==> src/rtl/traffic_light_ctrl_2way.sv <==
// Two-road intersection controller: road A rests in green, road B is served on demand.
// Define TLC_FLASH_EN to enable the flashing night mode requested through flash_req.
module traffic_light_ctrl_2way #(
    parameter int GREEN_A_CYCLES    = 10,
    parameter int GREEN_B_CYCLES    = 10,
    parameter int YELLOW_CYCLES     = 3,
    parameter int ALLRED_CYCLES     = 2,
    parameter int FLASH_HALF_CYCLES = 4,
    parameter int TIMER_W           = 8
) (
    input  logic       clk,
    input  logic       rst,
    input  logic       sensor_b,
    input  logic       ped_req,
    input  logic       flash_req,
    output logic [2:0] light_a,
    output logic [2:0] light_b,
    output logic       walk,
    output logic [2:0] phase
);

    typedef enum logic [2:0] {
        ALLRED_BA = 3'd0,
        A_GREEN   = 3'd1,
        A_YELLOW  = 3'd2,
        ALLRED_AB = 3'd3,
        B_GREEN   = 3'd4,
        B_YELLOW  = 3'd5,
        FLASH     = 3'd6
    } state_t;

    localparam logic [TIMER_W-1:0] GA_LAST = TIMER_W'(GREEN_A_CYCLES - 1);
    localparam logic [TIMER_W-1:0] GB_LAST = TIMER_W'(GREEN_B_CYCLES - 1);
    localparam logic [TIMER_W-1:0] Y_LAST  = TIMER_W'(YELLOW_CYCLES - 1);
    localparam logic [TIMER_W-1:0] AR_LAST = TIMER_W'(ALLRED_CYCLES - 1);
    localparam logic [TIMER_W-1:0] FH_LAST = TIMER_W'(FLASH_HALF_CYCLES - 1);
    localparam logic [TIMER_W-1:0] TIMER_ONE = TIMER_W'(1);

    localparam logic [2:0] LAMP_OFF = 3'b000;
    localparam logic [2:0] LAMP_RED = 3'b100;
    localparam logic [2:0] LAMP_YEL = 3'b010;
    localparam logic [2:0] LAMP_GRN = 3'b001;

    state_t             state;
    state_t             state_next;
    logic [TIMER_W-1:0] timer;
    logic [TIMER_W-1:0] timer_next;
    logic               demand;
    logic               ped_pend;
    logic               walk_q;
    logic               enter_b;
    logic               flash_go;

`ifdef TLC_FLASH_EN
    logic flash_pend;
    logic toggle;
    logic enter_flash;

    // A request seen anywhere is held until the next all-red interval expires.
    assign flash_go    = flash_pend | flash_req;
    assign enter_flash = (state_next == FLASH) && (state != FLASH);
`else
    logic flash_unused;

    assign flash_go     = 1'b0;
    assign flash_unused = flash_req;
`endif

    assign enter_b = (state_next == B_GREEN) && (state != B_GREEN);

    always_ff @(posedge clk) begin
        if (rst) begin
            state <= ALLRED_BA;
            timer <= '0;
        end else begin
            state <= state_next;
            timer <= timer_next;
        end
    end

    always_comb begin
        state_next = state;
        case (state)
            ALLRED_BA: if (timer == AR_LAST) state_next = flash_go ? FLASH : A_GREEN;
            A_GREEN:   if (timer == GA_LAST && demand) state_next = A_YELLOW;
            A_YELLOW:  if (timer == Y_LAST) state_next = ALLRED_AB;
            ALLRED_AB: if (timer == AR_LAST) state_next = flash_go ? FLASH : B_GREEN;
            B_GREEN:   if (timer == GB_LAST) state_next = B_YELLOW;
            B_YELLOW:  if (timer == Y_LAST) state_next = ALLRED_BA;
`ifdef TLC_FLASH_EN
            FLASH:     if (timer == FH_LAST && !flash_req) state_next = ALLRED_BA;
`endif
            default:   state_next = ALLRED_BA;
        endcase
    end

    // A green holds its timer at the minimum once reached; flash restarts it each half period.
    always_comb begin
        if (state_next != state) begin
            timer_next = '0;
        end else if (state == A_GREEN && timer == GA_LAST) begin
            timer_next = timer;
        end else if (state == FLASH && timer == FH_LAST) begin
            timer_next = '0;
        end else begin
            timer_next = timer + TIMER_ONE;
        end
    end

    // Set beats clear so a request arriving on B-green entry is served next round.
    always_ff @(posedge clk) begin
        if (rst) begin
            demand   <= 1'b0;
            ped_pend <= 1'b0;
            walk_q   <= 1'b0;
        end else begin
            if (sensor_b || ped_req) begin
                demand <= 1'b1;
            end else if (enter_b) begin
                demand <= 1'b0;
            end
            if (ped_req) begin
                ped_pend <= 1'b1;
            end else if (enter_b) begin
                ped_pend <= 1'b0;
            end
            if (enter_b) begin
                walk_q <= ped_pend;
            end
        end
    end

`ifdef TLC_FLASH_EN
    always_ff @(posedge clk) begin
        if (rst) begin
            flash_pend <= 1'b0;
            toggle     <= 1'b0;
        end else begin
            if (state == FLASH || state_next == FLASH) begin
                flash_pend <= 1'b0;
            end else if (flash_req) begin
                flash_pend <= 1'b1;
            end
            if (enter_flash) begin
                toggle <= 1'b0;
            end else if (state == FLASH && timer == FH_LAST) begin
                toggle <= ~toggle;
            end
        end
    end
`endif

    always_comb begin
        light_a = LAMP_RED;
        light_b = LAMP_RED;
        walk    = 1'b0;
        case (state)
            A_GREEN:  light_a = LAMP_GRN;
            A_YELLOW: light_a = LAMP_YEL;
            B_GREEN: begin
                light_b = LAMP_GRN;
                walk    = walk_q;
            end
            B_YELLOW: light_b = LAMP_YEL;
`ifdef TLC_FLASH_EN
            FLASH: begin
                light_a = toggle ? LAMP_YEL : LAMP_OFF;
                light_b = toggle ? LAMP_RED : LAMP_OFF;
            end
`endif
            default: ;
        endcase
    end

    assign phase = state;

endmodule

==> config.mk <==
export PLATFORM = sky130hd
export DESIGN_NAME = traffic_light_ctrl_2way
export DESIGN_NICKNAME = d
export VERILOG_FILES = /design/src/rtl/traffic_light_ctrl_2way.sv
export SDC_FILE = /design/constraint.sdc
export NUM_CORES = 1
export LEC_CHECK = 0
export ABC_CLOCK_PERIOD_IN_PS = 3300
export CAP_MARGIN = 10
export CORE_MARGIN = 8
export CORE_UTILIZATION = 40
export DETAILED_ROUTE_END_ITERATION = 10
export PLACE_DENSITY = 0.66
export SETUP_SLACK_MARGIN = 0.4
export SYNTH_ARGS = -nofsm -noshare
export SYNTH_HDL_FRONTEND = slang
export SYNTH_SLANG_ARGS = --single-unit
==> constraint.sdc <==
create_clock -name clk -period 3.3 [get_ports clk]
set_input_delay 0.33 -clock clk [delete_from_list [all_inputs] [get_ports clk]]
set_output_delay 0.33 -clock clk [all_outputs]
set_load 0.02 [all_outputs]
After elaboration in Yosys (flattened, before gate mapping)

Index checks and enable logic that the tools add are counted.

Register bits: 14
Input bits: 5
Output and inout bits: 10
Word-level logic and storage cells: 42

Add/subtract/negate cells: 1
Equality and inequality tests: 13
Muxes and demuxes: 14
Reduce and logical (&&, ||, !) cells: 9

Operators by type and width:

| operator                                                         | number |
|---|---|
| 3-bit two-way mux                                                | 6 |
| 3-bit case mux with 6 select lines                               | 1 |
| 8-bit by 2-bit == test with 1-bit output (second input constant) | 2 |
| 3-bit == test (second input constant)                            | 4 |
| 3-bit case mux with 2 select lines                               | 2 |
| 8-bit by 1-bit adder with 8-bit output (second input constant)   | 1 |
| 8-bit by 1-bit == test with 1-bit output (second input constant) | 1 |
| 8-bit by 4-bit == test with 1-bit output (second input constant) | 1 |
| 8-bit two-way mux                                                | 1 |
| 3-bit by 2-bit == test with 1-bit output (second input constant) | 2 |
| 1-bit logical AND                                                | 4 |
| 1-bit two-way mux                                                | 4 |
| 2-bit nonzero test                                               | 2 |
| 3-bit by 1-bit == test with 1-bit output (second input constant) | 1 |
| 3-bit logical NOT                                                | 1 |
| 3-bit inequality test                                            | 1 |
| 3-bit inequality test (second input constant)                    | 1 |
| 2-bit OR reduction                                               | 1 |
| 1-bit logical OR                                                 | 1 |

Depth between registers and ports, before layout

Gate-level depths: netlist (run 1).

Depth in word-level cells: 8
Mapped depth: 8
Gate-level depth less buffers: 7

Worst setup path after synthesis (run 1)

OpenSTA, ideal clock, no wires.

Kind: reg2out
Start point: register state[2], in the netlist phase[2]
End point: output walk
Arrival time: 1.811 ns
Data required time: 2.970 ns
Slack: 1.159 ns
Stages on the path, launching flop included: 6
Buffers on the path: 1
Cells stage by stage: dfxtp_1 > clkbuf_1 > nor2b_1 > inv_1 > nor2_1 > and2_1

Cells in the longest elaborated chain, start to end: 2

Ends and longest elaborated chain:

| what                   | line | RTL |
|---|---|---|
| from (decl)            | 44   | `state_t state;` |
| from (signal assigned) | 76   | `state <= state_next;` |
| 3-bit == test          | 157  | `case (state)` |
| 1-bit two-way mux      | 157  |  |
| to (decl)              | 18   | `output logic walk,` |

Every way passes these cells.

Worst setup path after layout (run 1)

Same ends and word-level chain as after synthesis.

==> results of run 1 <==
[cell usage in the layout (no fill, tap or decap)]
cell / Yosys / layout
o22ai_1: 1 / 1
nor2b_1: 2 / 2
or3_1: 1 / 1
nor2_1: 12 / 12
a41oi_1: 1 / 1
nor3b_2: 1 / 1
mux2i_1: 2 / 2
nor3_1: 8 / 8
xor2_1: 3 / 3
nand3b_1: 4 / 4
a2111oi_0: 1 / 1
nand2_1: 6 / 6
ha_1: 3 / 3
o31a_1: 1 / 1
dfxtp_1: 14 / 14
or4_4: 2 / 2
nand3_1: 2 / 2
o22a_1: 1 / 1
clkbuf_4: 0 / 3
and2_1: 1 / 1
and3_1: 2 / 2
o21ai_0: 2 / 2
a31oi_1: 2 / 2
nor4b_1: 1 / 1
clkdlybuf4s50_1: 0 / 13
nand4b_1: 1 / 1
nor4_1: 2 / 2
a21oi_1: 9 / 9
nand2b_1: 2 / 2
xnor2_1: 4 / 4
inv_1: 7 / 7
a211oi_2: 1 / 1
or2_1: 1 / 1
[through the flow]
step	cells	instance area (um^2)	setup slack (ps)	hold WS, ps	utilization [%]
floorplan	105	834.6	1159	399.1	-
global placement	140	979.7	1115	465.8	49.94
detailed placement	140	979.7	1097	478.6	49.94
CTS	143	1002	796.1	498.6	51.08
global route	143	1002	626.2	538.3	51.08
finish	143	1002	824.3	496.4	51.08
[tightest hold or removal path, cell delays in order (launching register included)]
cell and delay (ps):
dfxtp_1 340, a21oi_1 60, nor2_1 70
[where the power goes]
part	switching [uW]	leakage (uW)	internal, uW
clock	48.5	0.0000138	42.2
combinational	152	0.000236	122
sequential	38.7	0.000114	192
total	239	0.000364	357
[path summary, 6_finish.rpt]
kind                            slack, ps                     to
worst max-delay path                  820                   walk
worst min-delay path                  500  ped_pend$_SDFFE_PP0P_
worst max register to register       1090  timer[2]$_SDFFE_PP0N_
worst min register to register        500  ped_pend$_SDFFE_PP0P_
[flip-flops by register name (all words and copies together), names as in the netlist]
register / count
ped_pend: 1
timer: 8
demand: 1
walk_q: 1
phase: 3
[area by class of cell]
| type | instances | share of cell area, % |
|---|---|---|
| Clock buffer | 3 | 2.247 |
| Inverter | 7 | 2.622 |
| Multi-Input combinational cell | 79 | 50.81 |
| Sequential cell | 14 | 27.97 |
| Tap cell | 27 | 3.371 |
| Timing Repair Buffer | 13 | 12.98 |
[logic make-up (layout without fill, tap and decap cells)]
family	Yosys count	count (layout)	synth area share (%)
adders and majority gates	3	3	4.498
and+or+nand+nor	48	48	32.23
AOI/OAI and AO/OA	19	19	14.54
muxes	2	2	2.399
buffers and inverters	12	23	5.398
DFF	14	14	33.58
xor gates and xnor gates	7	7	7.346
[layer usage]
| layer | vias up | GRT usage [%] | part of all wire, % |
|---|---|---|---|
| li1 | 391 | - | - |
| met1 | 364 | 12.13 | 46 |
| met2 | 26 | 19.35 | 47 |
| met3 | 0 | 3.758 | 7.0 |
| met4 | 0 | 1.948 | 0 |
| met5 | - | 0 | 0 |
==> impl_metrics.ini, run 1 <==
[status]
status = finished clean

[job]
maxCapViolCount = 0

[logic_synthesis]
synth.largest_area_cell = dfxtp_1
synth_commonest_cells = dfxtp_1 (14), nor2_1 (12), a21oi_1 (9), nor3_1 (8), inv_1 (7)
syn_inst = 105
yosysUniqueCellTypes = 32
avgSynthCellArea_um2 = 7.948
synth_edf_count = 0
yosys_register_bits = 14
synthTopCellsByArea = dfxtp_1 (34%), a21oi_1 (5.4%), nor2_1 (5.4%)
ys_warn_count = 0
seq_area_frac_synth_pct = 33.58
async_flop_share_pct = 0
ys.flop_type = dfxtp_1
synth_nets = 113
synth_top_area_share_pct = 33.58
yosysMostFrequentCell = dfxtp_1
syn_area_um2 = 834.6

[worst_setup_path]
critPathArrivalTime_ps = 2150
end_kind = output pin
cp.depth = 5
rr_worst_depth = 6
crit_start = phase[2]$_SDFF_PP0_
path_max_fanout = 11
cp_top_family = buffers and inverters
r2r_start = timer[0]$_SDFFE_PP0N_
critPathSlowestCell = clkdlybuf4s50_1
critPathLaunchType = flop
critical_path_class = flop to output pin
crit_chain = nor2b_1, inv_1, nor2_1, and2_1, clkdlybuf4s50_1
cpPeakStageDelay_ps = 600
path_buf_inv = 2
cp.required_ps = 2970

[finish]
multi_input_area_um2 = 509.2
fin_nets = 126
layout-drive-gt1-share_pct = 6.034
fillers = 220
area_delta_synth_final_pct = 20.09
seqCellArea_um2 = 280.3
antenna_cells = 0

[pwr]
vdd_drop_max_mv = 0.3903
p_total_uw = 595.7
powerDensity_mw_per_mm2 = 594.3
p_leak_uw = 0.0003638

[placement]
dp_hpwl_um = 1409
numPortBuffers = 13
gp_congestion = 0.8248

[cts]
cts_tree = done
clock-sinks = 14
cts_inserted_buffers = 3
clockBufferDepth = 2
cts_hold_buf = 0
clock_latency_ps = 270
path_clk_slew_ps = 80
postCtsSetupRepairBufs = 0
ctsResizeCount = 0
cts_root_buf = clkbuf_4
htree_levels = 1

[grt]
grt_usage_pct = 10.85
antenna_found_initial = 0
overflow = 0
grt_max_degree = 15
grt_pass1_wl_um = 3187
grt_pass1_vias = 770

[sta]
setup_tns_ps = 0
max_freq_ghz = 0.4039
worst_slew_margin_rel_pct = 57.45
period_needed_ps = 2476
fin_skew_ps = 8.716
setup_viol = 0
period_share_pct = 75.02
maxSlewViolCount = 0
hold_violations = 0
tightest_slew_ps = 632.4
rsz0062_at_grt = false

[die]
die_area_mm2 = 0.003804
die_y_um = 61.68
ioPinCount = 15
rows = 16
fp.dieW_um = 61.68
initial_core_util_pct = 42.54
core_area_mm2 = 0.001962

[drt]
ant_nets = 0
route.detailed.wl_per_inst_um = 12.87
vias = 781
drc = 0
vias_per_cell = 5.462
drt_iter0_drc = 16
routed_wl_um = 1841
drtPass1Iterations = 4

[min_path]
holdCritStartpoint = ped_pend$_SDFFE_PP0P_
whs_path_depth = 2
hold_class = flop to flop
(Power assumes the default switching activity.)
==> inputs of run 2 (changes only) <==
--- a/config.mk
+++ b/config.mk
@@ -5,12 +5,12 @@
 export SDC_FILE = /design/constraint.sdc
 export NUM_CORES = 1
 export LEC_CHECK = 0
-export ABC_CLOCK_PERIOD_IN_PS = 3300
+export ABC_CLOCK_PERIOD_IN_PS = 2200
 export CAP_MARGIN = 10
 export CORE_MARGIN = 8
 export CORE_UTILIZATION = 40
 export DETAILED_ROUTE_END_ITERATION = 10
-export PLACE_DENSITY = 0.66
+export PLACE_DENSITY = 0.68
 export SETUP_SLACK_MARGIN = 0.4
 export SYNTH_ARGS = -nofsm -noshare
 export SYNTH_HDL_FRONTEND = slang
==> constraint.sdc (replaced) <==
create_clock -name clk -period 2.2 [get_ports clk]
set_input_delay 0.22 -clock clk [delete_from_list [all_inputs] [get_ports clk]]
set_output_delay 0.22 -clock clk [all_outputs]
set_load 0.02 [all_outputs]
==> run 2 against run 1 <==
  * Die area stayed put
  * Cell count is 9.1% higher
  * Clock power is 57% higher
  * Utilization is 9.9 points higher
  * Count of clock-buffer cells in the layout stayed put
  * Global-route usage is 1.9 points higher
  * Cell area is 19% higher
  * First-iteration DRC count is 50% lower
  * Sequential share of layout area is 3.8 points lower
  * Critical path depth is 1 higher
  * Non-clock buffer count is 13 higher
  * Clock skew is 7.7 ps lower
  * Critical path type is now flop to flop
  * Largest cell class unchanged
  * Largest power group unchanged
==> impl_metrics.ini, run 2 (synthesized netlist as in run 1, its figures left out) <==
[finish]
fin_nets = 139
antenna_cells = 0
layout-drive-gt1-share_pct = 26.36
area_delta_synth_final_pct = 43.33
regMostFlops = timer
final_cell_count_no_fill = 156
layout_common_cells = nor2_1 (10), buf_4 (10), dfxtp_1 (9)
fillers = 189
largest_reg_flops = 8

[sta]
setup_ws_ps = 183.2
worst_hold_slack_ps = 499.4
hold_violations = 0
rsz0062_at_grt = true
period_needed_ps = 2017
period_share_pct = 91.67
worst_slew_margin_rel_pct = 58.01
max_freq_ghz = 0.4958
maxSlewViolCount = 0
fin_skew_ps = 1.044
setup_viol = 0
tightest_slew_ps = 624.1
setup_tns_ps = 0

[cts]
cts_root_buf = clkbuf_4
path_clk_slew_ps = 80
clock_latency_ps = 280
cts_hold_buf = 0
htree_levels = 1
cts_tree = done
clock-sinks = 14
cts_inserted_buffers = 3
clockBufferDepth = 2

[worst_setup_path]
path_max_fanout = 4
critPathLaunchType = flop
end_kind = flop
rr_worst_depth = 6
cp.required_ps = 2360
crit_chain = or4_4, buf_12, nor4b_4, o22a_1, nor3b_4, nor3_1
critical_path_class = flop to flop
critPathSlowestCell = or4_4
critPathArrivalTime_ps = 2180
cpPeakStageDelay_ps = 560

[drt]
vias_per_cell = 5.224
drc = 0
routed_wl_um = 2177
ant_nets = 0
drtPass1Iterations = 4
route.detailed.wl_per_inst_um = 13.96
drt_iter0_drc = 8
vias = 815

[placement]
dpl_worst_slack_ps = 108.7
dp_hpwl_um = 1414
gp_congestion = 0.8082
numPortBuffers = 13
place_inst = 144

[grt]
grt_max_degree = 13
antenna_found_initial = 0
grt_pass1_wl_um = 3588
overflow = 0
grt_usage_pct = 12.73
grt_pass1_vias = 810

[pwr]
powerDensity_mw_per_mm2 = 869.9
p_leak_uw = 0.0004637
p_total_uw = 1041
vdd_drop_max_mv = 0.6759

[die]
core_area_mm2 = 0.001962
ioPinCount = 15
fp.dieW_um = 61.68
die_area_mm2 = 0.003804
rows = 16
die_y_um = 61.68
initial_core_util_pct = 42.54

[min_path]
whs_path_depth = 2
hold_class = flop to flop

[job]
maxCapViolCount = 0

[status]
status = finished clean
## run 2: cell count changes in the layout (fill, tap and decap cells not counted), sizes merged
cell           previous run  this run
dlygate4sd2               0         4
buf                       0        13
clkdlybuf4s15             0         2
clkdlybuf4s50            13         6
dlymetal6s2s              0         1
## run 2: stage by stage
stage	util (%)	instance area, um^2
after floorplan	-	840.8
after global placement	51.66	1013
after detailed placement	51.66	1013
after CTS	59.06	1159
after global routing	60.97	1196
final	60.97	1196
## run 2: area by class of cell
type	count	area [um^2]	area share, %
Tap cell	27	33.78	2.824
Sequential cell	14	289.0	24.16
Inverter	7	26.28	2.197
Multi-Input combinational cell	79	570.5	47.70
Clock buffer	3	22.52	1.883
Timing Repair Buffer	26	254.0	21.23
## run 2: layer usage
metal	global-route usage [%]	up-vias	wire, um
li1	-	417	-
met1	13.38	378	921
met2	22.75	15	1095
met3	4.802	5	141
met4	3.896	0	19
met5	0	-	0
## run 2: repair_timing
action | in CTS | in global routing
buffers inserted | 6 | 3
pin swaps | 5 | 2
gates resized for setup | 21 | 6
endpoints found under the setup margin | 19 | 16
## run 2: where the power goes
group | internal (uW) | switching, uW | total (uW)
clock network | 63.5 | 78.9 | 142
registers | 288 | 34.5 | 323
logic | 273 | 302 | 575
total | 625 | 416 | 1040
## run 2: critical path: cells and delay by family (launching register included)
family | cells | cell delay [ps]
buffers and inverters | 1 | 160
flip-flops | 1 | 330
AND/OR/NAND/NOR | 4 | 1190
AO/OA/AOI/OAI | 1 | 220
## run 2: path summary, 6_finish.rpt
check / from / to / slack (ps)
max: timer[2]$_SDFFE_PP0N_ / timer[0]$_SDFFE_PP0N_ / 180
min: walk_q$_SDFFE_PP0P_ / walk_q$_SDFFE_PP0P_ / 500
max reg2reg: timer[2]$_SDFFE_PP0N_ / timer[0]$_SDFFE_PP0N_ / 180
min reg2reg: walk_q$_SDFFE_PP0P_ / walk_q$_SDFFE_PP0P_ / 500
==> inputs of run 3 (changes only) <==
--- a/config.mk
+++ b/config.mk
@@ -10,8 +10,9 @@
 export CORE_MARGIN = 8
 export CORE_UTILIZATION = 40
 export DETAILED_ROUTE_END_ITERATION = 10
-export PLACE_DENSITY = 0.68
+export PLACE_DENSITY = 0.73
 export SETUP_SLACK_MARGIN = 0.4
 export SYNTH_ARGS = -nofsm -noshare
 export SYNTH_HDL_FRONTEND = slang
 export SYNTH_SLANG_ARGS = --single-unit
+export TNS_END_PERCENT = 100
==> run 3 against run 2 <==
  * Cell area down 0.52%
  * Via count up 2.5%
  * Cell count up 0.64%
==> impl_metrics.ini, run 3 (synthesized netlist as in run 1, its figures left out) <==
[status]
status = finished clean

[sta]
period_share_pct = 90.51
setup_viol = 0
rsz0062_at_grt = true
worst_slew_margin_rel_pct = 74.20
period_needed_ps = 1991
fin_skew_ps = 4.781
tightest_slew_ps = 383.8
setup_ws_ps = 208.9
max_freq_ghz = 0.5022
maxSlewViolCount = 0
hold_violations = 0
setup_tns_ps = 0

[finish]
layout_common_cells = nor2_1 (11), buf_4 (11), dfxtp_1 (10)
area_delta_synth_final_pct = 42.58
regMostFlops = timer
fillers = 186
fin_nets = 140
multi_input_area_um2 = 575.6
seqCellArea_um2 = 287.8
antenna_cells = 0
largest_reg_flops = 8
final_cell_count_no_fill = 157
layout-drive-gt1-share_pct = 26.92

[placement]
numPortBuffers = 13
dp_hpwl_um = 1427
dpl_worst_slack_ps = 129.3
gp_congestion = 0.9092
place_inst = 145

[drt]
drc = 0
vias = 835
drtPass1Iterations = 4
drt-met1-wl_um = 847
routed_wl_um = 2173
top_layer = met3
route.detailed.wl_per_inst_um = 13.84
drt_iter0_drc = 23
wl_met3_um = 197
dr_wl_met2_um = 1128
ant_nets = 0
vias_per_cell = 5.318

[pwr]
p_total_uw = 1012
powerDensity_mw_per_mm2 = 850.6
p_leak_uw = 0.0004671
vdd_drop_max_mv = 0.6228

[worst_setup_path]
cp.required_ps = 2360
rr_worst_depth = 5
critPathSlowestCell = or4_4
cp_common_cell = or4_4
critical_path_class = flop to flop
critPathLaunchType = flop
crit_chain = or4_4, or2_4, or4_4, a211oi_2, nor2_1
r2r_slack_ps = 210
r2r_start = timer[6]$_SDFFE_PP0N_
path_max_fanout = 4
critPathArrivalTime_ps = 2150
cpPeakStageDelay_ps = 560
r2r-end = demand$_SDFFE_PP0P_
end_kind = flop

[min_path]
whs_endpoint = walk_q$_SDFFE_PP0P_
hold_class = flop to flop
whs_path_depth = 2
holdCritStartpoint = walk_q$_SDFFE_PP0P_

[die]
die_y_um = 61.68
core_area_mm2 = 0.001962
initial_core_util_pct = 42.54
fp.dieW_um = 61.68
rows = 16
ioPinCount = 15
die_area_mm2 = 0.003804

[grt]
grt_pass1_wl_um = 3256
antenna_found_initial = 0
grt_max_degree = 13
grt_usage_pct = 11.23
overflow = 0
grt_pass1_vias = 763

[cts]
cts_hold_buf = 0
cts_root_buf = clkbuf_4
cts_tree = done
clockBufferDepth = 2
cts_inserted_buffers = 3
clock_latency_ps = 270
path_clk_slew_ps = 80
htree_levels = 1
clock-sinks = 14

[job]
maxCapViolCount = 0
run 3: worst max-delay path by stage:
stage | cells past startpoint | to | from | slack [ps]
after floorplan | 5 | demand$_SDFFE_PP0P_ | timer[6]$_SDFFE_PP0N_ | 310
after global placement | 5 | timer[3]$_SDFFE_PP0N_ | timer[6]$_SDFFE_PP0N_ | 170
after detailed placement | 5 | timer[1]$_SDFFE_PP0N_ | timer[4]$_SDFFE_PP0N_ | 130
after CTS | 5 | demand$_SDFFE_PP0P_ | timer[6]$_SDFFE_PP0N_ | 240
after global routing | 6 | timer[1]$_SDFFE_PP0N_ | timer[6]$_SDFFE_PP0N_ | 120
final | 5 | demand$_SDFFE_PP0P_ | timer[6]$_SDFFE_PP0N_ | 210
run 3: stage by stage:
stage / util (%) / instance area [um^2] / hold WS, ps
3_3_place_gp: 52.04 / 1021 / 468.6
3_5_place_dp: 52.04 / 1021 / 482.7
2_1_floorplan: - / 840.8 / 289.1
5_1_grt: 60.65 / 1190 / 540.1
6_report: 60.65 / 1190 / 504.2
4_1_cts: 58.04 / 1139 / 501.5
run 3: timing repair:
| item | 4_1_cts | 5_1_grt |
|---|---|---|
| endpoints found under the hold margin | 0 | 0 |
| pin swaps | 2 | 1 |
| resized for setup | 17 | 11 |
| setup buffers | 7 | 2 |
| setup endpoints to repair | 19 | 17 |
run 3: layout make-up:
class | count | area share [%]
multi-input combinational | 79 | 48.37
tap | 27 | 2.839
clock buffer | 3 | 1.893
sequential | 14 | 24.19
timing repair buffer | 27 | 20.50
inverter | 7 | 2.208
run 3: where the power goes:
part           switching [uW]  internal, uW  total [uW]
Sequential               34.9           288         323
Clock                    76.0          63.3         139
Combinational             300           250         550
Total                     411           601        1010
run 3: layer usage:
metal | up-vias | global-route usage, %
li1 | 418 | -
met2 | 36 | 20.53
met1 | 381 | 11.89
met4 | 0 | 3.247
met3 | 0 | 3.549
met5 | - | 0
run 3: critical path: cells and delay by family, from the launching register on:
family             cells  cell delay (ps)
AOI/OAI and AO/OA      1              190
DFF                    1              330
and+or+nand+nor        4             1370
